### src/rtl/sp_memory_arb.sv
// sp_memory_arb: round-robin arbiter sharing one sp_memory native port
// between NUM_PORTS requesters. Read responses are routed back to the
// issuing port after RD_LATENCY cycles through a {valid, index} tracker.
// Optional macro SP_MEMORY_ARB_PRIO0_EN: port 0 becomes fixed highest
// priority; the remaining ports round-robin when port 0 is idle.
module sp_memory_arb #(
  parameter  int NUM_PORTS  = 4,
  parameter  int WIDTH      = 32,
  parameter  int DEPTH      = 1024,
  parameter  int RD_LATENCY = 1,
  localparam int AW         = $clog2(DEPTH),
  localparam int SW         = WIDTH / 8,
  localparam int PW         = (NUM_PORTS > 1) ? $clog2(NUM_PORTS) : 1
) (
  input  logic                    clk,
  input  logic                    rst_n,
  input  logic [NUM_PORTS-1:0]    req,
  input  logic [NUM_PORTS-1:0]    req_we,
  input  logic [NUM_PORTS*AW-1:0] req_addr,
  input  logic [NUM_PORTS*WIDTH-1:0] req_wdata,
  input  logic [NUM_PORTS*SW-1:0] req_wstrb,
  output logic [NUM_PORTS-1:0]    gnt,
  output logic [NUM_PORTS-1:0]    rvalid,
  output logic [WIDTH-1:0]        rdata,
  output logic                    rerr,
  input  logic                    hold,
  output logic                    mem_cs,
  output logic                    mem_we,
  output logic [AW-1:0]           mem_addr,
  output logic [WIDTH-1:0]        mem_wdata,
  output logic [SW-1:0]           mem_wstrb,
  input  logic [WIDTH-1:0]        mem_rdata,
  input  logic                    mem_err
);

  logic [PW-1:0]                  ptr;
  logic [PW-1:0]                  sel;
  logic                           found;
  logic                           grant_ok;
  logic                           rd_go;
  logic [RD_LATENCY:1]            vld_pipe;
  logic [RD_LATENCY:1][PW-1:0]    idx_pipe;
  logic                           rsp_vld;
  logic [PW-1:0]                  rsp_idx;

  // Priority search from ptr with wrap; iterating from the farthest offset
  // down leaves the nearest requester in sel.
  always_comb begin
    int idx;
    found = 1'b0;
    sel   = '0;
    for (int off = NUM_PORTS - 1; off >= 0; off--) begin
      idx = int'(ptr) + off;
      if (idx >= NUM_PORTS) idx = idx - NUM_PORTS;
      if (req[idx]) begin
        found = 1'b1;
        sel   = PW'(idx);
      end
    end
`ifdef SP_MEMORY_ARB_PRIO0_EN
    if (req[0]) begin
      found = 1'b1;
      sel   = '0;
    end
`endif
  end

  // Grant qualification; reset also blocks grants so nothing reaches the core.
  always_comb begin
    grant_ok = found & ~hold & rst_n;
    rd_go    = grant_ok & ~req_we[sel];
    gnt      = '0;
    if (grant_ok) gnt[sel] = 1'b1;
  end

  // Core port mirrors the granted requester; idle drives all zeros.
  always_comb begin
    mem_cs    = 1'b0;
    mem_we    = 1'b0;
    mem_addr  = '0;
    mem_wdata = '0;
    mem_wstrb = '0;
    if (grant_ok) begin
      mem_cs    = 1'b1;
      mem_we    = req_we[sel];
      mem_addr  = req_addr[int'(sel)*AW +: AW];
      mem_wdata = req_wdata[int'(sel)*WIDTH +: WIDTH];
      mem_wstrb = req_wstrb[int'(sel)*SW +: SW];
    end
  end

  // Pointer moves just past the granted port; a fixed-priority port 0
  // grant leaves the rotation among the other ports undisturbed.
  always_ff @(posedge clk) begin
    if (!rst_n) begin
      ptr <= '0;
    end else if (grant_ok
`ifdef SP_MEMORY_ARB_PRIO0_EN
                 && (sel != '0)
`endif
                ) begin
      ptr <= (sel == PW'(NUM_PORTS - 1)) ? '0 : sel + PW'(1);
    end
  end

  // Read tracker: {valid, port} shifts in step with the core read latency.
  always_ff @(posedge clk) begin
    if (!rst_n) begin
      vld_pipe <= '0;
      idx_pipe <= '0;
    end else begin
      vld_pipe[1] <= rd_go;
      idx_pipe[1] <= sel;
      for (int s = 2; s <= RD_LATENCY; s++) begin
        vld_pipe[s] <= vld_pipe[s-1];
        idx_pipe[s] <= idx_pipe[s-1];
      end
    end
  end

  // Response routing; data and error are zeroed unless a response exits,
  // and a response pending at a reset edge is dropped.
  always_comb begin
    rsp_vld = vld_pipe[RD_LATENCY] & rst_n;
    rsp_idx = idx_pipe[RD_LATENCY];
    rvalid  = '0;
    if (rsp_vld) rvalid[rsp_idx] = 1'b1;
    rdata   = rsp_vld ? mem_rdata : '0;
    rerr    = rsp_vld & mem_err;
  end

endmodule

### config.mk
export PLATFORM = sky130hd
export DESIGN_NAME = sp_memory_arb
export DESIGN_NICKNAME = d
export VERILOG_FILES = /design/src/rtl/sp_memory_arb.sv
export SDC_FILE = /design/constraint.sdc
export NUM_CORES = 1
export LEC_CHECK = 0
export BUFFER_PORTS_ARGS = -buffer_cell sky130_fd_sc_hd__buf_4
export CORE_AREA = 2 2 122 124
export CTS_BUF_LIST = sky130_fd_sc_hd__clkbuf_2
export CTS_CLUSTER_DIAMETER = 200
export CTS_CLUSTER_SIZE = 8
export DETAILED_ROUTE_END_ITERATION = 8
export DIE_AREA = 0 0 124 126
export GPL_TIMING_DRIVEN = 0
export PLACE_DENSITY = 0.49
export REMOVE_ABC_BUFFERS = 1
export SLEW_MARGIN = 30
export SYNTH_ARGS = -nofsm -noshare
export SYNTH_HDL_FRONTEND = slang
export SYNTH_SLANG_ARGS = --single-unit
export TNS_END_PERCENT = 30
### constraint.sdc
create_clock -name clk -period 2.8 [get_ports clk]
set_clock_uncertainty 0.1 [all_clocks]
set_input_delay 0.42 -clock clk [delete_from_list [all_inputs] [get_ports clk]]
set_output_delay 0.42 -clock clk [all_outputs]
set_load 0.01 [all_outputs]
==> results.md <==
* Drt pass-1 iters at 6
* Final layout net count at ~800
* Relative slew slack at 0.482
* Syn-to-layout area delta at 133%
* Core ar. at about 14000 µm²
* Initial Util at 0.149
* Peak Freq at approximately 380 MHz
* Largest stage delay, worst path at 360 ps
* Final setup violation count at 0
* Crit-path cells: a21oi_1, o21ai_1, a21oi_4, clkbuf_16, buf_12, buf_16, mux2i_2, o22ai_2, buf_4
* Max VDD drop at approximately 0.10 mV
* CTS tree: done
* Placer Congestion at slightly above 0.8
* Routed WL at about 11 mm
* Worst r2r dst: vld_pipe$_SDFF_PN0_
* Avg Vias per Cell at 4.30
* Setup CP Type: reg2out
* Status: finished, final reports clean
* Fin crit period at 2660 ps
* Reg2reg setup slack at 870 ps
* Pleak at 2.62 nW
* Register area share after synthesis at 0.0470
* Cts bufs inserted at 3
* Fin. Hold Viols at 0
* Largest net degree at the start of global routing at 49
* Hold_sp: ptr[0]$_SDFFE_PN0P_
* Share of cells above drive strength 1 at 0.664
* Slowest stage cell, crit path: dfxtp_1
* Setup TNS at 0 ps
* Synthesized area per cell at roughly 8.6 µm²
* Library cells used by synthesis at 29
* Hold path cells at 2
* Vias in the first global route at about 3100
* Post-DRT Antenna Nets at 0
* Initial antenna violation count at 0
* Std cell rows at 44
* Per-cell routed wire length at 14.8 µm
* Hold endpoint: ptr[0]$_SDFFE_PN0P_
* CP bufs+invs at 4
* Hold Path Class: reg2reg
* Max-cap violations at 0
* Sink Count at 5
* First-pass GRT wire length at ~16 mm
* DP HPWL at around 9.2 mm
* Slew Limit Fails at 0
* Critical path peak fanout at 13
* Via total after detailed routing at around 3200
* Crit path DAT at about 2100 ps
* RSZ-0062 raised after global routing: false
* RR Startpoint: ptr[0]$_SDFFE_PN0P_
* Crit path capture type: primary output
* Synth Register Bits at 5
* Antenna Cells at 0
* Die area at ~16000 µm²
* CP Data Required Time at roughly 2300 ps
* Synth Cell Area at 2130 µm²
* DRC errors left at 0
* H-Tree Depth at 1
* Yosys warns at 0
* Period utilization at 0.949
* Final core utilization at 0.347
* Least-Margin Pin Slew at about 780 ps
* Ports at 317
* DRT iter0 DRCs at between 50 and 60
* Post-Syn Instances at 249
* CTS clk-pin slew, worst paths at 60 ps
* Crit-path leading delay family: buffers and inverters
* Clk Latency, worst-skew pair at approximately 210 ps
* Die Y-Extent at around 130 µm
* Die Span X at between 100 and 150 µm
* Max clock buf depth at 2
* Register-to-Register Path Depth at 8
* CTS root buffer: clkbuf_2
* Buffers on Ports at 316
* Overflow after GRT at 0
* GRT Util Overall at 0.123
* Pwr dens at between 200 and 300 nW/µm²
* Startpoint class of the critical path: flop
[final cells by class]
cell class              count  area, µm²
flip-flops and latches      5        100
multi-input cells         211       1900
inverters                   5       18.8
fillers                  1490       9350
clock buffers               4       20.0
well taps                 184        230
repair buffers            340       2700
[report_power, final]
part	switching, W	internal, W
sequential	0.0000182	0.0000804
combinational	0.000441	0.000643
clock	0.0000289	0.0000379
total	0.000488	0.000762
[per-stage QoR]
stage	worst slack (ps)	hold WS, ps	power, W	std cells	area [µm²]
global placement	-8860	360	0.00122	721	4560
floorplan	-6120	340	0.000717	221	1960
finish	144	380	0.00125	749	4970
detailed placement	-116	369	0.00112	729	4760
global route	17.2	408	0.00135	749	4970
CTS	8.51	377	0.00121	736	4810
[how the worst max path moves through the flow]
stage                          endpoint  slack [ps]  cells past startpoint                start
after floorplan                  gnt[0]       -6120                      6               req[0]
after global placement    mem_wdata[23]       -8860                      7               req[0]
after detailed placement   mem_wdata[4]        -120                      7               req[3]
after CTS                  mem_wdata[4]           9                      5                rst_n
after global routing             mem_we          20                      9  ptr[0]$_SDFFE_PN0P_
final                     mem_wdata[23]         140                      9  ptr[1]$_SDFFE_PN0P_
[worst register-to-register path, cell delays in order, from the launching register on]
cell and delay (ps):
dfxtp_1 360, clkinv_1 90, a22o_1 230, a211oi_4 190, buf_4 190, inv_2 70, nand2_4 210, clkbuf_16 270
o22ai_1 90
[cells in the mapped netlist]
library cell  count  area share
a211oi_4          1      0.0094
a21oi_1           4      0.0094
a22o_1            1      0.0041
and2_1            6       0.018
and3_1           33       0.097
and4_1            1      0.0041
buf_2            10       0.023
buf_4             4       0.014
buf_6             5       0.026
clkbuf_1          9       0.016
clkinv_1          1      0.0018
dfxtp_1           5       0.047
ha_1              4       0.023
inv_1             3      0.0053
inv_2             1      0.0018
mux2_1            2       0.011
mux2i_1          94        0.44
nand2_1           5      0.0088
nand2_2           1      0.0029
nand2b_1          2      0.0059
nor2_1            1      0.0018
nor3_1            1      0.0023
nor3b_1           2      0.0070
nor3b_4           1      0.0088
nor4_1            1      0.0029
o21ai_0           1      0.0023
o21ai_1           2      0.0047
o22ai_1          28       0.082
o22ai_2          20        0.12
[metal layers]
| metal | vias up | part of all wire | routed length [µm] | track usage |
|---|---|---|---|---|
| met3 | 6 | 0.10 | 1150 | 0.0353 |
| li1 | 1600 | - | - | - |
| met2 | 175 | 0.54 | 5940 | 0.247 |
| met5 | - | 0 | 0 | 0 |
| met1 | 1436 | 0.35 | 3920 | 0.129 |
| met4 | 0 | 0.0054 | 60 | 0.00859 |
[timing repair]
action | in CTS | in global routing
endpoints found under the setup margin | 47 | 40
cloned | 0 | 1
hold buffers | 0 | 0
setup buffers | 3 | 12
pin swaps | 2 | 1
gates resized for setup | 1 | 9
endpoints found under the hold margin | 0 | 0
[state kept, by name, indices dropped and copies added, names as in the netlist]
name and flops:
vld_pipe 1, ptr 2, idx_pipe 2
[logic make-up (layout without fill, tap and decap cells)]
| family | count (synthesis) | count (layout) | synth area share |
|---|---|---|---|
| AND/OR/NAND/NOR | 54 | 54 | 0.159 |
| multiplexers | 96 | 96 | 0.452 |
| buffers and inverters | 33 | 349 | 0.0887 |
| flip-flops | 5 | 5 | 0.0470 |
| AO/OA/AOI/OAI | 57 | 57 | 0.230 |
| adder cells (fa/ha/maj) | 4 | 4 | 0.0235 |
[cells in the final DEF (no fill, tap or decap), types with 2 or more instances in the layout]
cell type / instances
mux2_1: 2
buf_16: 4
o22ai_2: 21
nand2b_1: 2
ha_1: 4
o21ai_1: 2
dfxtp_1: 5
nor3b_1: 2
o22ai_1: 27
a21oi_1: 3
nand2_1: 4
clkbuf_16: 2
clkbuf_2: 4
inv_1: 3
and2_1: 6
buf_4: 330
mux2i_2: 3
buf_8: 2
and3_1: 33
mux2i_1: 91
No activity file was read; power rests on OpenSTA's default activity.
